===== config.mk =====
export PLATFORM = sky130hd
export DESIGN_NAME = avg_round_stage_flat
export DESIGN_NICKNAME = d
export VERILOG_FILES = /design/src/rtl/avg_round_stage_if.sv /design/src/rtl/avg_round_stage.sv /design/src/flat_wrapper.sv
export SDC_FILE = /design/constraint.sdc
export NUM_CORES = 1
export LEC_CHECK = 0
export ABC_AREA = 1
export CORE_UTILIZATION = 40
export DETAILED_ROUTE_END_ITERATION = 10
export PLACE_DENSITY = 0.61
export SETUP_SLACK_MARGIN = 0.02
export SLEW_MARGIN = 20
export SYNTH_ARGS = -nofsm -noshare
export SYNTH_HDL_FRONTEND = slang
export SYNTH_SLANG_ARGS = --single-unit
export TNS_END_PERCENT = 100

===== constraint.sdc =====
create_clock -name clk -period 7.1 [get_ports clk]
set_input_delay 2.13 -clock clk [delete_from_list [all_inputs] [get_ports clk]]
set_output_delay 2.13 -clock clk [all_outputs]
set_load 0.005 [all_outputs]

===== src/rtl/avg_round_stage_if.sv =====
// Stream bundle for the averaging round stage: upstream beat with rounding side bits, downstream rounded beat.
interface avg_round_stage_if #(
  parameter int DATA_WIDTH = 64,
  parameter int DW_B       = DATA_WIDTH >> 3
);
  logic                  in_valid;
  logic                  in_ready;
  logic [DATA_WIDTH-1:0] vec_in;
  logic [DW_B-1:0]       v_d;
  logic [DW_B-1:0]       v_d1;
  logic [1:0]            sew;
  logic [1:0]            vxrm;
  logic                  out_valid;
  logic                  out_ready;
  logic [DATA_WIDTH-1:0] vec_out;

  modport slave (
    input  in_valid, vec_in, v_d, v_d1, sew, vxrm, out_ready,
    output in_ready, out_valid, vec_out
  );

  modport master (
    output in_valid, vec_in, v_d, v_d1, sew, vxrm, out_ready,
    input  in_ready, out_valid, vec_out
  );
endinterface


===== src/rtl/avg_round_stage.sv =====
// Per-element rounding of a pre-shifted average, buffered in a 2-entry FIFO.
// Macro AVG_ROUND_64B_EN enables sew=3 (64-bit elements); otherwise sew=3 beats yield zero.
module avg_round_stage #(
  parameter int DATA_WIDTH = 64,
  parameter int DW_B       = DATA_WIDTH >> 3
) (
  input  logic               clk,
  input  logic               rst,
  avg_round_stage_if.slave   bus
);

  logic [DATA_WIDTH-1:0] res;
  logic [DATA_WIDTH-1:0] mem [2];
  logic                  wr_ptr;
  logic                  rd_ptr;
  logic [1:0]            count;
  logic [1:0]            count_nxt;
  logic                  rdy_q;
  logic                  push;
  logic                  pop;

  function automatic logic rnd_inc(input logic [1:0] mode, input logic d, input logic d1);
    case (mode)
      2'd0:    return d1;
      2'd1:    return d1 & d;
      2'd2:    return 1'b0;
      default: return d1 & ~d;
    endcase
  endfunction

  // Each element indexes its round bits at its lowest byte lane.
  always_comb begin
    res = '0;
    case (bus.sew)
      2'd0:
        for (int j = 0; j < DW_B; j++)
          res[j*8 +: 8] = bus.vec_in[j*8 +: 8]
                        + {7'd0, rnd_inc(bus.vxrm, bus.v_d[j], bus.v_d1[j])};
      2'd1:
        for (int j = 0; j < DW_B/2; j++)
          res[j*16 +: 16] = bus.vec_in[j*16 +: 16]
                          + {15'd0, rnd_inc(bus.vxrm, bus.v_d[j*2], bus.v_d1[j*2])};
      2'd2:
        for (int j = 0; j < DW_B/4; j++)
          res[j*32 +: 32] = bus.vec_in[j*32 +: 32]
                          + {31'd0, rnd_inc(bus.vxrm, bus.v_d[j*4], bus.v_d1[j*4])};
      default: begin
`ifdef AVG_ROUND_64B_EN
        for (int j = 0; j < DW_B/8; j++)
          res[j*64 +: 64] = bus.vec_in[j*64 +: 64]
                          + {63'd0, rnd_inc(bus.vxrm, bus.v_d[j*8], bus.v_d1[j*8])};
`else
        res = '0;
`endif
      end
    endcase
  end

  assign push = bus.in_valid && rdy_q;
  assign pop  = bus.out_ready && (count != 2'd0);

  always_comb begin
    count_nxt = count;
    case ({push, pop})
      2'b10:   count_nxt = count + 2'd1;
      2'b01:   count_nxt = count - 2'd1;
      default: count_nxt = count;
    endcase
  end

  // Ready is registered from the next count so it never depends on out_ready this cycle.
  always_ff @(posedge clk or posedge rst) begin
    if (rst) begin
      count  <= 2'd0;
      wr_ptr <= 1'b0;
      rd_ptr <= 1'b0;
      rdy_q  <= 1'b0;
      mem[0] <= '0;
      mem[1] <= '0;
    end else begin
      if (push) begin
        mem[wr_ptr] <= res;
        wr_ptr      <= ~wr_ptr;
      end
      if (pop)
        rd_ptr <= ~rd_ptr;
      count <= count_nxt;
      rdy_q <= (count_nxt != 2'd2);
    end
  end

  assign bus.in_ready  = rdy_q;
  assign bus.out_valid = (count != 2'd0);
  assign bus.vec_out   = mem[rd_ptr];

endmodule


===== src/flat_wrapper.sv =====
// flat-port wrapper written by rule: the top's interface ports become plain ports
module avg_round_stage_flat 
#(
  parameter int DATA_WIDTH = 64,
  parameter int DW_B       = DATA_WIDTH >> 3
)
  (clk, rst, bus_in_valid, bus_vec_in, bus_v_d, bus_v_d1, bus_sew, bus_vxrm, bus_out_ready, bus_in_ready, bus_out_valid, bus_vec_out);
  avg_round_stage_if #(.DATA_WIDTH(DATA_WIDTH), .DW_B(DW_B)) bus_i ();
  input  logic clk;
  input  logic rst;
  input wire logic [$bits(bus_i.in_valid)-1:0] bus_in_valid;
  input wire logic [$bits(bus_i.vec_in)-1:0] bus_vec_in;
  input wire logic [$bits(bus_i.v_d)-1:0] bus_v_d;
  input wire logic [$bits(bus_i.v_d1)-1:0] bus_v_d1;
  input wire logic [$bits(bus_i.sew)-1:0] bus_sew;
  input wire logic [$bits(bus_i.vxrm)-1:0] bus_vxrm;
  input wire logic [$bits(bus_i.out_ready)-1:0] bus_out_ready;
  output wire logic [$bits(bus_i.in_ready)-1:0] bus_in_ready;
  output wire logic [$bits(bus_i.out_valid)-1:0] bus_out_valid;
  output wire logic [$bits(bus_i.vec_out)-1:0] bus_vec_out;
  assign bus_i.in_valid = bus_in_valid;
  assign bus_i.vec_in = bus_vec_in;
  assign bus_i.v_d = bus_v_d;
  assign bus_i.v_d1 = bus_v_d1;
  assign bus_i.sew = bus_sew;
  assign bus_i.vxrm = bus_vxrm;
  assign bus_i.out_ready = bus_out_ready;
  assign bus_in_ready = bus_i.in_ready;
  assign bus_out_valid = bus_i.out_valid;
  assign bus_vec_out = bus_i.vec_out;
  avg_round_stage #(.DATA_WIDTH(DATA_WIDTH), .DW_B(DW_B)) u_core (.clk(clk), .rst(rst), .bus(bus_i));
endmodule

==> out/results.ini <==
[run_status]
status = complete, no violations

[pwr]
peakVddDrop_mv = 0.191
p_leak_nw = 5.68
p_total_w = 0.00389
power_per_cell_area_mw_per_mm2 = 334

[logic_synthesis]
ys_ff_latch = 133
synth_warnings = 0
synth_top_area_share_pct = 36.2
synth_area_leaders = dfrtp_1 (36%), nand2_1 (27%), o21ai_0 (6.8%)
syn_avg_cell_area_sq_um = 6.27
ys_seq_area_share_pct = 36.2
syn_inst = 1468
yosysTopAreaCell = dfrtp_1
netlist_area_sq_mm = 0.00921
ys_types = 32
synth_fp_nets = 1574

[sta]
rsz0062_at_grt = no
finalSetupTns_ns = 0
drv_slew = 0
relSlewSlack_pct = 39.4
finalSetupViolations = 0
final_hold_viol_count = 0
skew_ns = 0.00897
period_share_pct = 66.0
period_needed_ns = 4.69
worst_pin_slew_ns = 0.909
fmax_ghz = 0.213

[clock_tree]
cts-root-buf = clkbuf_16
cts_buffer_depth = 2
post_cts_buffers = 0
clk_pin_slew_worst_paths_ns = 0.06
numClockSinks = 133
cts_hold_buf = 0
postCtsResizedCells = 0
cts_buffers = 17
cts_tree = done
clk_latency_ns = 0.43
htree_levels = 4

[setup_path]
r2r_end = u_core.mem[106]
crit_type = input port to flip-flop
critPathMaxFanout = 9
crit_path_start_kind = input port
critPathRequiredTime_ns = 7.44
crit_arrival_ns = 5.02
r2r_cells = 7
reg2reg_from = u_core.bus.in_ready
end_kind = flip-flop
regToRegSetupSlack_ns = 4.71

[cells_and_area]
multi_input_area_sq_mm = 0.00523
nets = 1705
fillers = 2319
synthToLayoutAreaGrowth_pct = 26.4
drive_gt1_share_pct = 5.58
sequential_cell_area_sq_mm = 0.00333
final_cells = 1898

[detailed_routing]
drc_errors = 0
viasPerCell = 5.24
wl_per_cell_microns = 16.3
antenna_left = 0
via_count = 9947
wl_microns = 30800
dr.first_iter.drc_count = 876
dr.pass1.iters = 5

[run]
maxCapViolCount = 0

[global_route]
track_usage_pct = 26.8
grt_pass1_wl_microns = 49400
grt_max_degree = 83
grt_pass1_vias = 9150
antenna_found_initial = 1
grt-ovfl-total = 0

[die]
rows = 55
core-area_sq_mm = 0.0226
ioPinCount = 154
fp.dieW_microns = 154
die-area_sq_mm = 0.0236
initial_core_util_pct = 40.8
die_h_microns = 154

[placement]
globalplace.congestion = 0.951
dp_hpwl_microns = 22500
dp.cells = 1865
numPortBuffers = 153

[min_path]
hp-class = flip-flop to flip-flop
hold_end = u_core.mem[4]
min-delay-start = u_core.mem[4]
worstHoldPathCells = 2

-- routing by layer --
metal	share of wire [%]	track usage, %	vias up	wire, microns
met5	0	0	-	0
met4	2.0	9.10	0	624
met3	7.0	4.26	42	2160
met2	43	40.0	377	13300
met1	48	39.1	4614	14800
li1	-	-	4914	-
-- synth_stat cells, drive strengths merged --
master  number
nand2      663
o21ai      144
dfrtp      133
nor2       126
nand3      122
inv        118
a21oi       45
clkbuf      29
buf         23
ha          18
nand4       11
xor2        11
or2          7
o21bai       4
nand3b       3
o211ai       3
a21o         2
clkinv       1
nor3         1
nor3b        1
o22ai        1
o31ai        1
xnor2        1
-- how the worst max path moves through the flow --
stage                                to           from
finish                  u_core.mem[114]    bus_vxrm[1]
global route             u_core.mem[46]    bus_vxrm[1]
CTS                      bus_vec_out[6]  u_core.rd_ptr
detailed placement      u_core.mem[120]    bus_vxrm[1]
global placement        u_core.mem[110]    bus_vxrm[1]
floorplan           u_core.bus.in_ready            rst
-- report_power, final --
| group | internal (W) | leakage, nW | switching, W |
|---|---|---|---|
| combinational | 0.000733 | 3.67 | 0.000902 |
| clock | 0.000629 | 0.316 | 0.000377 |
| sequential | 0.00109 | 1.69 | 0.000158 |
| total | 0.00245 | 5.68 | 0.00144 |
-- cells in the final DEF (no fill, tap or decap), drive strengths merged, types with 3 or more instances in the layout --
| cell | count |
|---|---|
| clkdlybuf4s50 | 153 |
| ha | 18 |
| clkinv | 6 |
| bufinv | 5 |
| buf | 11 |
| nand3 | 122 |
| dfrtp | 133 |
| nand4 | 11 |
| o211ai | 3 |
| clkbuf | 18 |
| inv | 121 |
| xor2 | 11 |
| nand3b | 3 |
| nor2 | 126 |
| nand2 | 663 |
| o21bai | 4 |
| a21oi | 45 |
| or2 | 7 |
| o21ai | 144 |
-- sequential cells by signal, summed over array words and instances (netlist names) --
name	cells
u_core.wr_ptr	1
u_core.rd_ptr	1
u_core.mem	128
u_core.count	2
u_core.bus.in_ready	1
-- layout make-up --
class	count	area share (%)
multi-input combinational	1164	44.9
timing repair buffer	164	13.9
sequential	133	28.6
clock inverter	14	1.93
clock buffer	18	3.69
tap	285	3.07
inverter	119	3.87
antenna	1	0.0215
-- cell families (layout without fill, tap and decap cells) --
logic type | Yosys count | count (layout) | share of synthesized area [%]
fa+ha+maj | 18 | 18 | 2.45
xor+xnor | 12 | 12 | 1.14
buf+inv | 171 | 315 | 7.24
simple gates | 934 | 934 | 41.8
flops | 133 | 133 | 36.2
other cells | 0 | 1 | 0
compound gates | 200 | 200 | 11.2
-- critical path, stage by stage --
cell and delay (ns):
clkdlybuf4s50_1 0.46, clkinv_1 0.19, nand2_1 0.24, o21ai_0 0.10, nor2_1 0.32, ha_1 0.26
ha_1 0.17, nand2_1 0.09, nor2_2 0.19, nand2_2 0.17, nor2_4 0.19, nand2_1 0.07
nand2_1 0.06, nand3_1 0.06, o21ai_1 0.15, nand2_1 0.08, o21ai_0 0.10
-- stage by stage --
stage	cell area [sq um]	setup WS [ns]	hold WS (ns)	util, %
after detailed placement	11000	2.04	0.465	48.6
after CTS	11600	2.44	0.482	51.5
after global routing	11600	2.16	0.491	51.5
after floorplan	9210	1.42	0.449	-
after global placement	11000	2.10	0.461	48.6
final	11600	2.41	0.478	51.5
Power figures use the tool's default switching activity.
